[config.mk]
export PLATFORM = sky130hd
export DESIGN_NAME = reset_sequencer_flat
export DESIGN_NICKNAME = d
export VERILOG_FILES = /design/src/rtl/reset_sequencer_if.sv /design/src/rtl/reset_sequencer.sv /design/src/flat_wrapper.sv
export SDC_FILE = /design/constraint.sdc
export NUM_CORES = 1
export LEC_CHECK = 0
export ABC_CLOCK_PERIOD_IN_PS = 2650
export CORE_ASPECT_RATIO = 2
export CORE_MARGIN = 4
export CORE_UTILIZATION = 54
export CTS_CLUSTER_DIAMETER = 200
export DETAILED_ROUTE_END_ITERATION = 12
export GPL_TIMING_DRIVEN = 0
export PLACE_DENSITY = 0.78
export SYNTH_ARGS = -nofsm -noshare
export SYNTH_HDL_FRONTEND = slang
export SYNTH_SLANG_ARGS = --single-unit
[constraint.sdc]
create_clock -name clk -period 2.65 [get_ports clk]
set_clock_uncertainty 0.05 [all_clocks]
set_input_delay 0.265 -clock clk [delete_from_list [all_inputs] [get_ports clk]]
set_output_delay 0.265 -clock clk [all_outputs]
set_load 0.01 [all_outputs]
[src/rtl/reset_sequencer_if.sv]
`default_nettype none
// ============================================================================
// Module      : reset_sequencer_if
// Description : Request/status bundle between the reset sequencer and the SoC.
// Revision    : 1.0 - initial release
// ============================================================================
interface reset_sequencer_if #(
    parameter int N_CH = 3
) ();
    logic            sw_rst_req;
    logic            wdt_en;
    logic            wdt_kick;
    logic [N_CH-1:0] rst_out;
    logic            ready;
    logic [1:0]      reset_cause;
    logic [7:0]      reset_count;

    modport master (
        output sw_rst_req, wdt_en, wdt_kick,
        input  rst_out, ready, reset_cause, reset_count
    );

    modport slave (
        input  sw_rst_req, wdt_en, wdt_kick,
        output rst_out, ready, reset_cause, reset_count
    );
endinterface
`default_nettype wire

[src/rtl/reset_sequencer.sv]
`default_nettype none
// ============================================================================
// Module      : reset_sequencer
// Description : Staggered per-domain reset generator with warm reset, watchdog,
//               reset-cause record and saturating warm-reset counter.
// Revision    : 1.0 - initial release
// ============================================================================
module reset_sequencer #(
    parameter int N_CH        = 3,
    parameter int STRETCH     = 16,
    parameter int STAGGER     = 4,
    parameter int WDT_TIMEOUT = 200
) (
    input  wire logic          clk,
    input  wire logic          rst,
    reset_sequencer_if.slave   bus
);
    localparam int c_CNT_MAX = (STRETCH > STAGGER) ? STRETCH : STAGGER;
    localparam int c_CNT_W   = $clog2(c_CNT_MAX);
    localparam int c_WDT_W   = $clog2(WDT_TIMEOUT);

    localparam logic [c_CNT_W-1:0] c_STRETCH_LAST = c_CNT_W'(STRETCH - 1);
    localparam logic [c_CNT_W-1:0] c_STAGGER_LAST = c_CNT_W'(STAGGER - 1);
    localparam logic [c_WDT_W-1:0] c_WDT_LAST     = c_WDT_W'(WDT_TIMEOUT - 1);

    localparam logic [1:0] c_CAUSE_COLD = 2'b01;
    localparam logic [1:0] c_CAUSE_WARM = 2'b10;
    localparam logic [1:0] c_CAUSE_WDT  = 2'b11;

    typedef enum logic [1:0] {
        S_ASSERT  = 2'd0,
        S_RELEASE = 2'd1,
        S_RUN     = 2'd2
    } state_t;

    state_t               state_q;
    logic [1:0]           sync_q;
    logic [c_CNT_W-1:0]   cnt_q;
    logic [c_WDT_W-1:0]   wdt_cnt_q;
    logic [c_WDT_W-1:0]   wdt_cnt_d;
    logic [N_CH-1:0]      rst_out_q;
    logic                 ready_q;
    logic [1:0]           cause_q;
    logic [7:0]           count_q;

    logic                 w_wdt_fire;
    logic                 w_sw_evt;
    logic                 w_warm_evt;
    logic [N_CH-1:0]      w_rst_out_next;

    // Kick has priority over expiry; the counter only advances in RUN.
    always_comb begin
        wdt_cnt_d  = '0;
        w_wdt_fire = 1'b0;
        if (state_q == S_RUN && bus.wdt_en) begin
            if (bus.wdt_kick) begin
                wdt_cnt_d = '0;
            end else if (wdt_cnt_q == c_WDT_LAST) begin
                w_wdt_fire = 1'b1;
            end else begin
                wdt_cnt_d = wdt_cnt_q + 1'b1;
            end
        end
        w_sw_evt   = bus.sw_rst_req && (state_q == S_RELEASE || state_q == S_RUN);
        w_warm_evt = w_wdt_fire || w_sw_evt;
    end

    // Channels release lowest index first, so a zero-filling left shift clears the next one.
    assign w_rst_out_next = rst_out_q << 1;

    always_ff @(posedge clk or posedge rst) begin
        if (rst) begin
            state_q   <= S_ASSERT;
            sync_q    <= 2'b11;
            cnt_q     <= '0;
            wdt_cnt_q <= '0;
            rst_out_q <= '1;
            ready_q   <= 1'b0;
            cause_q   <= c_CAUSE_COLD;
            count_q   <= 8'd0;
        end else begin
            sync_q    <= {sync_q[0], 1'b0};
            wdt_cnt_q <= wdt_cnt_d;
            if (w_warm_evt) begin
                state_q   <= S_ASSERT;
                cnt_q     <= '0;
                wdt_cnt_q <= '0;
                rst_out_q <= '1;
                ready_q   <= 1'b0;
                cause_q   <= w_wdt_fire ? c_CAUSE_WDT : c_CAUSE_WARM;
                if (count_q != 8'hFF) begin
                    count_q <= count_q + 8'd1;
                end
            end else begin
                case (state_q)
                    S_ASSERT: begin
                        if (!sync_q[1]) begin
                            if (cnt_q == c_STRETCH_LAST) begin
                                cnt_q     <= '0;
                                rst_out_q <= w_rst_out_next;
                                if (N_CH == 1) begin
                                    state_q <= S_RUN;
                                    ready_q <= 1'b1;
                                end else begin
                                    state_q <= S_RELEASE;
                                end
                            end else begin
                                cnt_q <= cnt_q + 1'b1;
                            end
                        end
                    end
                    S_RELEASE: begin
                        if (cnt_q == c_STAGGER_LAST) begin
                            cnt_q     <= '0;
                            rst_out_q <= w_rst_out_next;
                            if (w_rst_out_next == '0) begin
                                state_q <= S_RUN;
                                ready_q <= 1'b1;
                            end
                        end else begin
                            cnt_q <= cnt_q + 1'b1;
                        end
                    end
                    S_RUN: begin
                        state_q <= S_RUN;
                    end
                    default: begin
                        state_q <= S_ASSERT;
                    end
                endcase
            end
        end
    end

    assign bus.rst_out     = rst_out_q;
    assign bus.ready       = ready_q;
    assign bus.reset_cause = cause_q;
    assign bus.reset_count = count_q;
endmodule
`default_nettype wire

[src/flat_wrapper.sv]
// flat-port wrapper written by rule: the top's interface ports become plain ports
module reset_sequencer_flat 
#(
    parameter int N_CH        = 3,
    parameter int STRETCH     = 16,
    parameter int STAGGER     = 4,
    parameter int WDT_TIMEOUT = 200
)
  (clk, rst, bus_sw_rst_req, bus_wdt_en, bus_wdt_kick, bus_rst_out, bus_ready, bus_reset_cause, bus_reset_count);
  reset_sequencer_if #(.N_CH(N_CH)) bus_i ();
  input  wire logic clk;
  input  wire logic rst;
  input wire logic [$bits(bus_i.sw_rst_req)-1:0] bus_sw_rst_req;
  input wire logic [$bits(bus_i.wdt_en)-1:0] bus_wdt_en;
  input wire logic [$bits(bus_i.wdt_kick)-1:0] bus_wdt_kick;
  output wire logic [$bits(bus_i.rst_out)-1:0] bus_rst_out;
  output wire logic [$bits(bus_i.ready)-1:0] bus_ready;
  output wire logic [$bits(bus_i.reset_cause)-1:0] bus_reset_cause;
  output wire logic [$bits(bus_i.reset_count)-1:0] bus_reset_count;
  assign bus_i.sw_rst_req = bus_sw_rst_req;
  assign bus_i.wdt_en = bus_wdt_en;
  assign bus_i.wdt_kick = bus_wdt_kick;
  assign bus_rst_out = bus_i.rst_out;
  assign bus_ready = bus_i.ready;
  assign bus_reset_cause = bus_i.reset_cause;
  assign bus_reset_count = bus_i.reset_count;
  reset_sequencer #(.N_CH(N_CH), .STRETCH(STRETCH), .STAGGER(STAGGER), .WDT_TIMEOUT(WDT_TIMEOUT)) u_core (.clk(clk), .rst(rst), .bus(bus_i));
endmodule
## Yosys cells after proc, flatten, opt, wreduce, memory -nomap -nowiden

Index checks and enable logic that the tools add are counted.

- Bits in registers: 30
- Bits of input ports: 5

- $add $sub $neg: 3
- Equality and inequality tests: 10
- Multiplexer cells: 28
- Reductions and logical operators: 15

Operator list:

| cell | number |
|---|---|
| $mux W8 | 4 |
| $add A8 B1 Y8 const B | 2 |
| $mux W4 | 4 |
| $mux W3 | 4 |
| $mux W2 | 5 |
| $eq A8 B8 Y1 const B | 1 |
| $mux W1 | 8 |
| $ne A8 B8 Y1 const B | 1 |
| $pmux W4 S2 | 1 |
| $reduce_and A4 Y1 | 2 |
| $ne A3 B2 Y1 const B | 2 |
| $pmux W2 S3 | 1 |
| $pmux W3 S2 | 1 |
| $reduce_bool A2 Y1 | 3 |
| $add A4 B1 Y4 const B | 1 |
| $eq A4 B2 Y1 const B | 1 |
| $eq A4 B4 Y1 const B | 1 |
| $reduce_and A2 Y1 | 2 |
| $logic_not A3 Y1 | 1 |
| $ne A3 B1 Y1 const B | 1 |
| $ne A3 B3 Y1 const B | 1 |
| $reduce_and A3 Y1 | 1 |
| $reduce_bool A3 Y1 | 1 |
| $eq A2 B1 Y1 const B | 1 |
| other kinds (4) | 6 |

## Depth between registers and ports, before layout

Gate-level depths: netlist of run 1.

- Depth in word-level cells: 7
- Mapped depth: 7
- Gate-level depth less buffers: 6

## Least setup slack after synthesis of run 1

OpenSTA, ideal clock, no wires.

- Path type: register to register
- Start point: reg u_core.wdt_cnt_q[3]
- End point: reg u_core.count_q[6], in the netlist u_core.bus.reset_count[6]
- Arrival: 1.865 ns
- Data required time: 2.521 ns
- Slack: 0.655 ns
- Cell stages (with the launch flop): 6
- Buffers on the path: 1
- Clock period less this slack: 1.995 ns
- Path through: dfrtp_1 > or4b_4 > o31a_1 > buf_6 > nor4_1 > xor2_1

- Word-level cells in the longest chain between the ends: 6

Ends and longest elaborated chain:

| element | line | source |
|---|---|---|
| start: declaration | reset_sequencer.sv:39 | `logic [c_WDT_W-1:0] wdt_cnt_q;` |
| start signal: assignment | reset_sequencer.sv:83 | `wdt_cnt_q <= wdt_cnt_d;` |
| $eq A8 B8 Y1 | reset_sequencer.sv:58 | `end else if (wdt_cnt_q == c_WDT_LAST) begin` |
| $mux W1 | reset_sequencer.sv:58 |  |
| $mux W1 | reset_sequencer.sv:56 | `if (bus.wdt_kick) begin` |
| $mux W1 | reset_sequencer.sv:55 | `if (state_q == S_RUN && bus.wdt_en) begin` |
| $logic_or A1 B1 Y1 | reset_sequencer.sv:65 | `w_warm_evt = w_wdt_fire \|\| w_sw_evt;` |
| $reduce_and A2 Y1 (no source line) | -- |  |
| end signal: assignment | reset_sequencer.sv:92 | `count_q <= count_q + 8'd1;` |
| end: declaration | reset_sequencer.sv:44 | `logic [7:0] count_q;` |

Every way passes these cells.
A chain may end at the register's enable or synchronous reset.

## Worst setup path in the final report of run 1

- Start point: reg u_core.wdt_cnt_q[3]
- End point: reg u_core.count_q[7], in the netlist u_core.bus.reset_count[7]

The elaborated chain is that of the path after synthesis.

==> impl_metrics.toml, run 1 <==
[status]
run_status = "completed"

[critical_path]
crit_arrival_ns = 2.34
r2r_slack_ns = 0.46
reg2reg_depth = 5
crit_path_max_fanout = 10
startpoint = "u_core.wdt_cnt_q[3]"
r2r_start = "u_core.wdt_cnt_q[3]"
crit_required_ns = 2.80
r2r-end = "u_core.bus.reset_count[7]"
crit_type = "flop to flop"
cp-endpoint = "u_core.bus.reset_count[7]"
crit_path_end_kind = "flop"
startpoint_type = "flop"

[global_route]
grt_pass1_wl_um = 5500
grt_overflow = 0
antenna_found_initial = 0
grt_max_degree = 31
grt_pass1_vias = 1253
grt_usage_pct = 20.4

[cts]
cts.sinks = 30
numCtsBuffers = 5
clock_latency_ns = 0.28
cts_hold_buf = 0
path_clk_slew_ns = 0.06
cts_root_buf = "clkbuf_8"
cts_tree = "built"
cts_resized = 0
ctsLongestPathBuffers = 2
post-cts-setup-buffer-count = 0
ctsHtreeMaxLevel = 2

[cells_and_area]
finalNonFillerCells = 197
post-route-util_pct = 69.3
area_growth_pct = 20.5
diodes = 0
design_area_mm2 = 0.00180
layout.nets = 179
layout-drive-gt1-share_pct = 10.1

[sta]
setup_tns_ns = 0
finalHoldViolations = 0
rsz0062_at_grt = "false"
finalSetupViolCount = 0
finalMaxSlewViolations = 0
maxSlewHeadroom_pct = 27.0
tightestPinTransition_ns = 1.09
clock.fmax_mhz = 457
fin_crit_ns = 2.19
finalCritPeriodShare_pct = 82.5

[logic_synthesis]
syn_area_per_cell_um2 = 10.5
synthArstFlopShare_pct = 100
synth.cell_area_mm2 = 0.00150
synth_top_area_cell = "dfrtp_1"
synth_cells = 143
ys_types = 39
synth_area_leaders = "dfrtp_1 (40%), dfstp_2 (11%), xor2_1 (6.4%), ha_1 (5.0%), nand3_1 (4.0%)"
synth_fp_nets = 154
yosysSeqAreaShare_pct = 50.6
synth_top_area_share_pct = 40.1
synth_flop_cell = "dfrtp_1"
synth_warnings = 0
synth_edf_count = 0
netlist_top_cells_count = "dfrtp_1 (24), nor2_1 (13), nand3_1 (12), xor2_1 (11)"
yosysMostFrequentCell = "dfrtp_1"
ys_ff_latch = 30

[routing]
maxUsedRoutingLayer = "met4"
drt_iter0_drc = 39
wl_met3_um = 94
drc = 0
wl_met2_um = 1830
wl_per_cell_um = 15.8
vias = 1175
viasPerCell = 5.96
ant_nets = 0
routed_wl_um = 3110
wl_met1_um = 1100
dr.pass1.iters = 4

[placement]
dp.final_hpwl_um = 2270
gp_congestion = 0.894
placed_cell_area_mm2 = 0.00171
portBuffers = 18
place_inst = 189

[pwr]
ir_drop_v = 0.000657
internal_power_mw = 1.08
power_density_mw_per_mm2 = 952
leakagePower_nw = 0.804
power_mw = 1.72
p_switching_mw = 0.633
pwr-share-clk_pct = 22.0
seq_power_share_pct = 38.8
p_comb_share_pct = 39.2
p_sw_share_pct = 36.8

[floorplanning]
core-area_mm2 = 0.00260
io_pins = 19
die_x_um = 45.2
start_util_pct = 57.5
die_y_um = 82.5
num_rows = 26
die-area_mm2 = 0.00373

[run]
cap_violations = 0

[min_path]
hold_path.class = "flop to flop"
==> power by group through the flow <==
stage	combinational, mW	sequential [mW]	clock, mW
finish	0.674	0.666	0.378
global route	0.759	0.681	0.406
CTS	0.682	0.666	0.389
detailed placement	0.676	0.671	0
global placement	0.649	0.666	0
floorplan	0.436	0.674	0
==> layer usage <==
layer | track usage, % | up-vias
met5 | 0 | -
li1 | - | 556
met3 | 4.99 | 7
met1 | 21.2 | 590
met2 | 35.4 | 22
met4 | 12.0 | 0
==> critical path, stage by stage, from the launching register on <==
cell     delay [ns]
dfrtp_1        0.42
or4b_4         0.56
o31a_1         0.34
buf_6          0.16
nor4_1         0.38
xor2_1         0.19
==> state kept, by name, indices dropped and copies added (netlist names) <==
register	flops
u_core.sync_q	2
u_core.wdt_cnt_q	8
u_core.state_q	2
u_core.bus.rst_out	3
u_core.bus.ready	1
u_core.bus.reset_cause	2
u_core.cnt_q	4
u_core.bus.reset_count	8
==> cell type report <==
cell class | instances | area [um^2]
timing repair buffer | 18 | 180
tap | 28 | 35.0
buffer | 3 | 18.8
inverter | 7 | 26.3
sequential | 30 | 758
multi-input combinational | 103 | 694
fill | 217 | 798
clock buffer | 7 | 86.3
clock inverter | 1 | 5.00
==> cells by family (layout without fill, tap and decap cells) <==
group                    count (synthesis)  count (layout)  share of synthesized area (%)
AO/OA/AOI/OAI                           22              22                           10.1
XOR/XNOR                                13              13                           7.60
adder cells (fa/ha/maj)                  6               6                           5.01
buffers and inverters                   10              36                           3.01
flip-flops                              30              30                           50.6
multiplexers                             4               4                           2.84
other                                    1               1                          0.250
AND/OR/NAND/NOR                         57              57                           20.6
==> cells in the final DEF, fill, tap and decap left out, drive strengths merged, types with 2 or more instances in the layout <==
cell type      count
dfrtp             24
a21oi              5
nor2              13
a21o               2
and3               2
xor2              11
nor3b              3
and2               2
mux2i              2
clkdlybuf4s50     18
ha                 6
o21ai              4
mux2               2
nand2              7
inv                7
xnor2              2
nand2b             3
clkbuf             9
dfstp              6
o32a               3
nor4               3
nor3               5
nand3             12
==> stage by stage <==
stage,hold slack [ns],setup slack [ns]
6_report,0.303,0.462
5_1_grt,0.308,0.390
4_1_cts,0.310,0.449
3_5_place_dp,0.304,0.463
3_3_place_gp,0.296,0.549
2_1_floorplan,0.295,0.655
==> worst min path at each step <==
stage          slack, ns             start  cells past startpoint                to
6_report            0.30  u_core.sync_q[0]                      0  u_core.sync_q[1]
5_1_grt             0.31  u_core.sync_q[0]                      0  u_core.sync_q[1]
4_1_cts             0.31  u_core.sync_q[0]                      0  u_core.sync_q[1]
3_5_place_dp        0.30  u_core.sync_q[0]                      0  u_core.sync_q[1]
3_3_place_gp        0.30  u_core.sync_q[0]                      0  u_core.sync_q[1]
2_1_floorplan       0.30               rst                      1  u_core.bus.ready
No activity file was read; power rests on OpenSTA's default activity.
==> run 2: changes to the inputs <==
- ABC_CLOCK_PERIOD_IN_PS: 2650 -> 1900
- CORE_UTILIZATION: 54 -> 49
- PLACE_DENSITY: 0.78 -> 0.75
- clock period: 2.65 -> 1.9 ns (I/O delays scaled with it)
==> run 2 against run 1 <==
Net effect:
- the run now ends with setup timing left
- cell count grew 6.6%
- count of clock-buffer cells in the layout is the same
- power increased by 54%
- non-clock buffer count is 11 higher
- utilization hardly changed
- combinational power increased by 75%
- critical path depth grew 1
- worst hold slack better by 0.0013 ns
- clock power is 38% higher
- final area increased by 13%
- worst setup slack got worse by 0.50 ns
- critical endpoint is now u_core.state_q[0]
- largest cell class is now multi-input combinational cells
- largest power group unchanged
- highest routed layer unchanged
==> impl_metrics.toml, run 2 (synthesis gave the netlist of run 1 again) <==
[routing]
drt_iter0_drc = 32
dr.pass1.iters = 4
vias = 1220
wl_per_cell_um = 16.6
viasPerCell = 5.81
routed_wl_um = 3490
drc = 0
ant_nets = 0

[cells_and_area]
layout.nets = 190
layout-drive-gt1-share_pct = 27.2
diodes = 0
post-route-util_pct = 69.3
layout_commonest_cell = "dfrtp_1"
fill_cells = 232
area_growth_pct = 36.3
mostFrequentLayoutCells = "dfrtp_1 (24), clkdlybuf4s50_1 (18), nor2_1 (11), xor2_1 (11)"
finalNonFillerCells = 210

[cts]
ctsLongestPathBuffers = 2
cts_root_buf = "clkbuf_8"
cts_hold_buf = 0
cts.sinks = 30
cts_tree = "built"
clock_latency_ns = 0.28
ctsHtreeMaxLevel = 2
path_clk_slew_ns = 0.07
numCtsBuffers = 5

[placement]
dp.final_hpwl_um = 2190
gp_congestion = 0.809
place_inst = 191
portBuffers = 18

[critical_path]
crit_required_ns = 2.07
cp_common_cell = "buf_6"
path_cells = "or4b_4 > o31a_1 > buf_6 > buf_6 > a21o_1 > a21oi_2"
startpoint_type = "flop"
crit_arrival_ns = 2.11
crit_path_end_kind = "flop"
crit_path_max_fanout = 8
cpPeakStageDelay_ns = 0.55
startpoint = "u_core.wdt_cnt_q[5]"
path_delay_family = "compound AO/OA/AOI/OAI gates"
r2r_start = "u_core.wdt_cnt_q[5]"
crit_type = "flop to flop"
slowest_stage = "or4b_4"
crit_buf_inv = 2

[sta]
fin_crit_ns = 1.94
finalSetupViolCount = 4
setup_ws_ns = -0.0405
tightestPinTransition_ns = 1.11
maxSlewHeadroom_pct = 25.8
finalCritPeriodShare_pct = 102
setup_tns_ns = -0.0791
finalHoldViolations = 0
finalMaxSlewViolations = 0
clock.fmax_mhz = 515
rsz0062_at_grt = "true"
hold_ws_ns = 0.305

[status]
violations = "setup timing"
run_status = "finished, violations left"

[floorplanning]
die_y_um = 86.2
die_x_um = 47.1
start_util_pct = 50.9
die-area_mm2 = 0.00406
io_pins = 19
num_rows = 28
core-area_mm2 = 0.00294

[global_route]
grt_pass1_vias = 1239
antenna_found_initial = 0
grt_pass1_wl_um = 5450
grt_overflow = 0
grt_usage_pct = 18.4
grt_max_degree = 31

[pwr]
ir_drop_v = 0.000703
leakagePower_nw = 0.892
power_mw = 2.65
power_density_mw_per_mm2 = 1300

[min_path]
hold_path.class = "flop to flop"
hp-start = "u_core.sync_q[0]"

[run]
cap_violations = 0
[run 2: changes by cell type in the layout (fill, tap and decap cells not counted), sizes merged]
cell | previous run | this run
buf | 1 | 12
[run 2: area by class of cell]
type	count	area, um^2	area share, %
Tap cell	30	37.5	1.84
Buffer	3	22.5	1.10
Timing Repair Buffer	29	267	13.1
Clock inverter	1	5.00	0.245
Multi-Input combinational cell	103	838	41.1
Inverter	7	26.3	1.29
Clock buffer	7	86.3	4.23
Sequential cell	30	758	37.2
[run 2: worst register-to-register path: stages (launching register included)]
cell and delay [ns]:
dfrtp_1 0.38, or4b_4 0.55, o31a_1 0.30, buf_6 0.17, buf_6 0.13, a21o_1 0.17
a21oi_2 0.12
[run 2: metal layers]
| layer | wire length [um] | up-vias | GRT usage (%) |
|---|---|---|---|
| met5 | 0 | - | 0 |
| met4 | 93 | 0 | 9.07 |
| met3 | 130 | 9 | 4.78 |
| met2 | 1920 | 30 | 30.5 |
| met1 | 1340 | 603 | 20.7 |
| li1 | - | 578 | - |
[run 2: what timing repair did]
action	in CTS	in global routing
cloned	0	0
pin swaps	9	11
setup buffers	3	8
resized for setup	10	13
setup endpoints to repair	13	23
[run 2: through the flow]
step / setup WS, ns / instance area, um^2
5_1_grt: -0.110 / 2040
2_1_floorplan: 0.00534 / 1550
3_3_place_gp: -0.0883 / 1770
6_report: -0.0405 / 2040
4_1_cts: -0.0960 / 1930
3_5_place_dp: -0.112 / 1770
[run 2: path summary, 6_finish.rpt]
kind | to | slack [ns] | cells past startpoint
max | u_core.state_q[0] | -0.04 | 6
min | u_core.sync_q[1] | 0.30 | 0
max reg2reg | u_core.state_q[0] | -0.04 | 6
min reg2reg | u_core.sync_q[1] | 0.30 | 0
max in group asynchronous | u_core.state_q[1] | 0.68 | 2
min in group asynchronous | u_core.bus.reset_count[2] | 0.44 | 2
[run 2: where the power goes]
part / internal (mW) / switching [mW] / total [mW]
clock network: 0.291 / 0.230 / 0.522
logic: 0.555 / 0.628 / 1.18
registers: 0.787 / 0.154 / 0.941
total: 1.63 / 1.01 / 2.65
==> run 3: changes to the inputs <==
- SETUP_SLACK_MARGIN: default -> 0.02
==> run 3 against run 2 <==
Net effect:
- the flow still finishes with violations (setup timing)
- cell count is the same
- non-clock buffer count is the same
- global-route usage grew 2.1 points
- combinational power grew 8%
- critical endpoint is now u_core.bus.reset_count[3]
- final area grew 1.8%
- critical path type unchanged
==> impl_metrics.toml, run 3 (synthesis gave the netlist of run 1 again) <==
[cts]
path_clk_slew_ns = 0.06
cts.sinks = 30
numCtsBuffers = 5
ctsLongestPathBuffers = 2
cts_tree = "built"
cts_root_buf = "clkbuf_8"
clock_latency_ns = 0.28
ctsHtreeMaxLevel = 2

[floorplanning]
die_y_um = 86.2
die-area_mm2 = 0.00406
start_util_pct = 50.9
io_pins = 19
core-area_mm2 = 0.00294
num_rows = 28
die_x_um = 47.1

[placement]
pre_cts_slack_ns = -0.132
dp.final_hpwl_um = 2310
gp_congestion = 0.847
place_inst = 191
portBuffers = 18

[routing]
ant_nets = 0
drc = 0
drt_iter0_drc = 8
wl_per_cell_um = 16.6
dr.pass1.iters = 4
routed_wl_um = 3490
viasPerCell = 5.73
vias = 1204

[sta]
clock.fmax_mhz = 516
finalMaxSlewViolations = 0
setup_tns_ns = -0.0605
fin_crit_ns = 1.94
finalHoldViolations = 0
tightestPinTransition_ns = 1.07
rsz0062_at_grt = "true"
hold_ws_ns = 0.310
finalSetupViolCount = 2
maxSlewHeadroom_pct = 28.5
finalCritPeriodShare_pct = 102
setup_ws_ns = -0.0389

[critical_path]
crit_type = "flop to flop"
cpPeakStageDelay_ns = 0.52
startpoint_type = "flop"
crit_arrival_ns = 2.08
slowest_stage = "or4b_4"
path_cells = "or4b_4 > o31a_1 > buf_6 > nor3_4 > xor2_1"
crit_path_end_kind = "flop"
crit_required_ns = 2.04
crit_path_max_fanout = 5

[cells_and_area]
mostFrequentLayoutCells = "dfrtp_1 (24), clkdlybuf4s50_1 (18), nor2_1 (12), xor2_1 (10), nand3_1 (9)"
finalNonFillerCells = 210
layout.nets = 190
layout_commonest_cell = "dfrtp_1"
fill_cells = 223
diodes = 0
layout-drive-gt1-share_pct = 31.1
area_growth_pct = 38.7

[global_route]
grt_pass1_vias = 1270
antenna_found_initial = 0
grt_max_degree = 31
grt_usage_pct = 20.5
grt_pass1_wl_um = 5950
grt_overflow = 0

[pwr]
ir_drop_v = 0.00100
leakagePower_nw = 0.910
power_density_mw_per_mm2 = 1320
power_mw = 2.74

[min_path]
hold_path.class = "flop to flop"

[status]
violations = "setup timing"
run_status = "finished, violations left"

[run]
cap_violations = 0
-- run 3: cell type report --
type | count | area, um^2 | area share (%)
clock buffers | 7 | 86.3 | 4.16
inverters | 7 | 26.3 | 1.27
clock inverters | 1 | 5.00 | 0.241
well taps | 30 | 37.5 | 1.81
repair buffers | 29 | 274 | 13.2
multi-input cells | 103 | 861 | 41.4
plain buffers | 3 | 28.8 | 1.39
flip-flops and latches | 30 | 758 | 36.5
-- run 3: final timing paths --
check                                          from                         to  slack, ns  depth (start not counted)
worst max-delay path            u_core.wdt_cnt_q[5]  u_core.bus.reset_count[3]      -0.04                          5
worst min-delay path               u_core.sync_q[0]           u_core.sync_q[1]       0.31                          0
worst max register to register  u_core.wdt_cnt_q[5]  u_core.bus.reset_count[3]      -0.04                          5
worst min register to register     u_core.sync_q[0]           u_core.sync_q[1]       0.31                          0
max in group asynchronous                       rst  u_core.bus.reset_count[2]       0.73                          2
min in group asynchronous                       rst        u_core.wdt_cnt_q[4]       0.42                          2
-- run 3: metrics by stage --
stage | util (%) | instance area [um^2]
after floorplan | - | 1560
after global placement | 60.3 | 1770
after detailed placement | 60.3 | 1770
after CTS | 67.2 | 1980
after global routing | 70.6 | 2080
final | 70.6 | 2080
-- run 3: power by group --
part           switching [mW]  total [mW]  internal [mW]
logic                   0.673        1.27          0.597
registers               0.156       0.943          0.787
clock network           0.236       0.527          0.292
total                    1.06        2.74           1.68
-- run 3: metal layers --
metal  vias up  GRT usage (%)  wire length [um]
met3        15           5.41               136
met1       589           22.8              1170
met2        24           34.2              2060
met4         0           10.1               119
li1        576              -                 -
met5         -              0                 0
-- run 3: worst max-delay path: cells and delay by family, from the launching register on --
kind / cells / cell delay [ns]
AO/OA/AOI/OAI: 1 / 0.34
XOR/XNOR: 1 / 0.22
buffers and inverters: 1 / 0.17
flip-flops: 1 / 0.40
AND/OR/NAND/NOR: 2 / 0.67
-- run 3: timing repair --
| action | 4_1_cts | 5_1_grt |
|---|---|---|
| setup buffers | 5 | 5 |
| hold endpoints to repair | 0 | 0 |
| pin swaps | 10 | 3 |
| hold buffers | 0 | 0 |
| setup endpoints to repair | 17 | 25 |
| gates resized for setup | 19 | 16 |
| gates cloned | 1 | 0 |
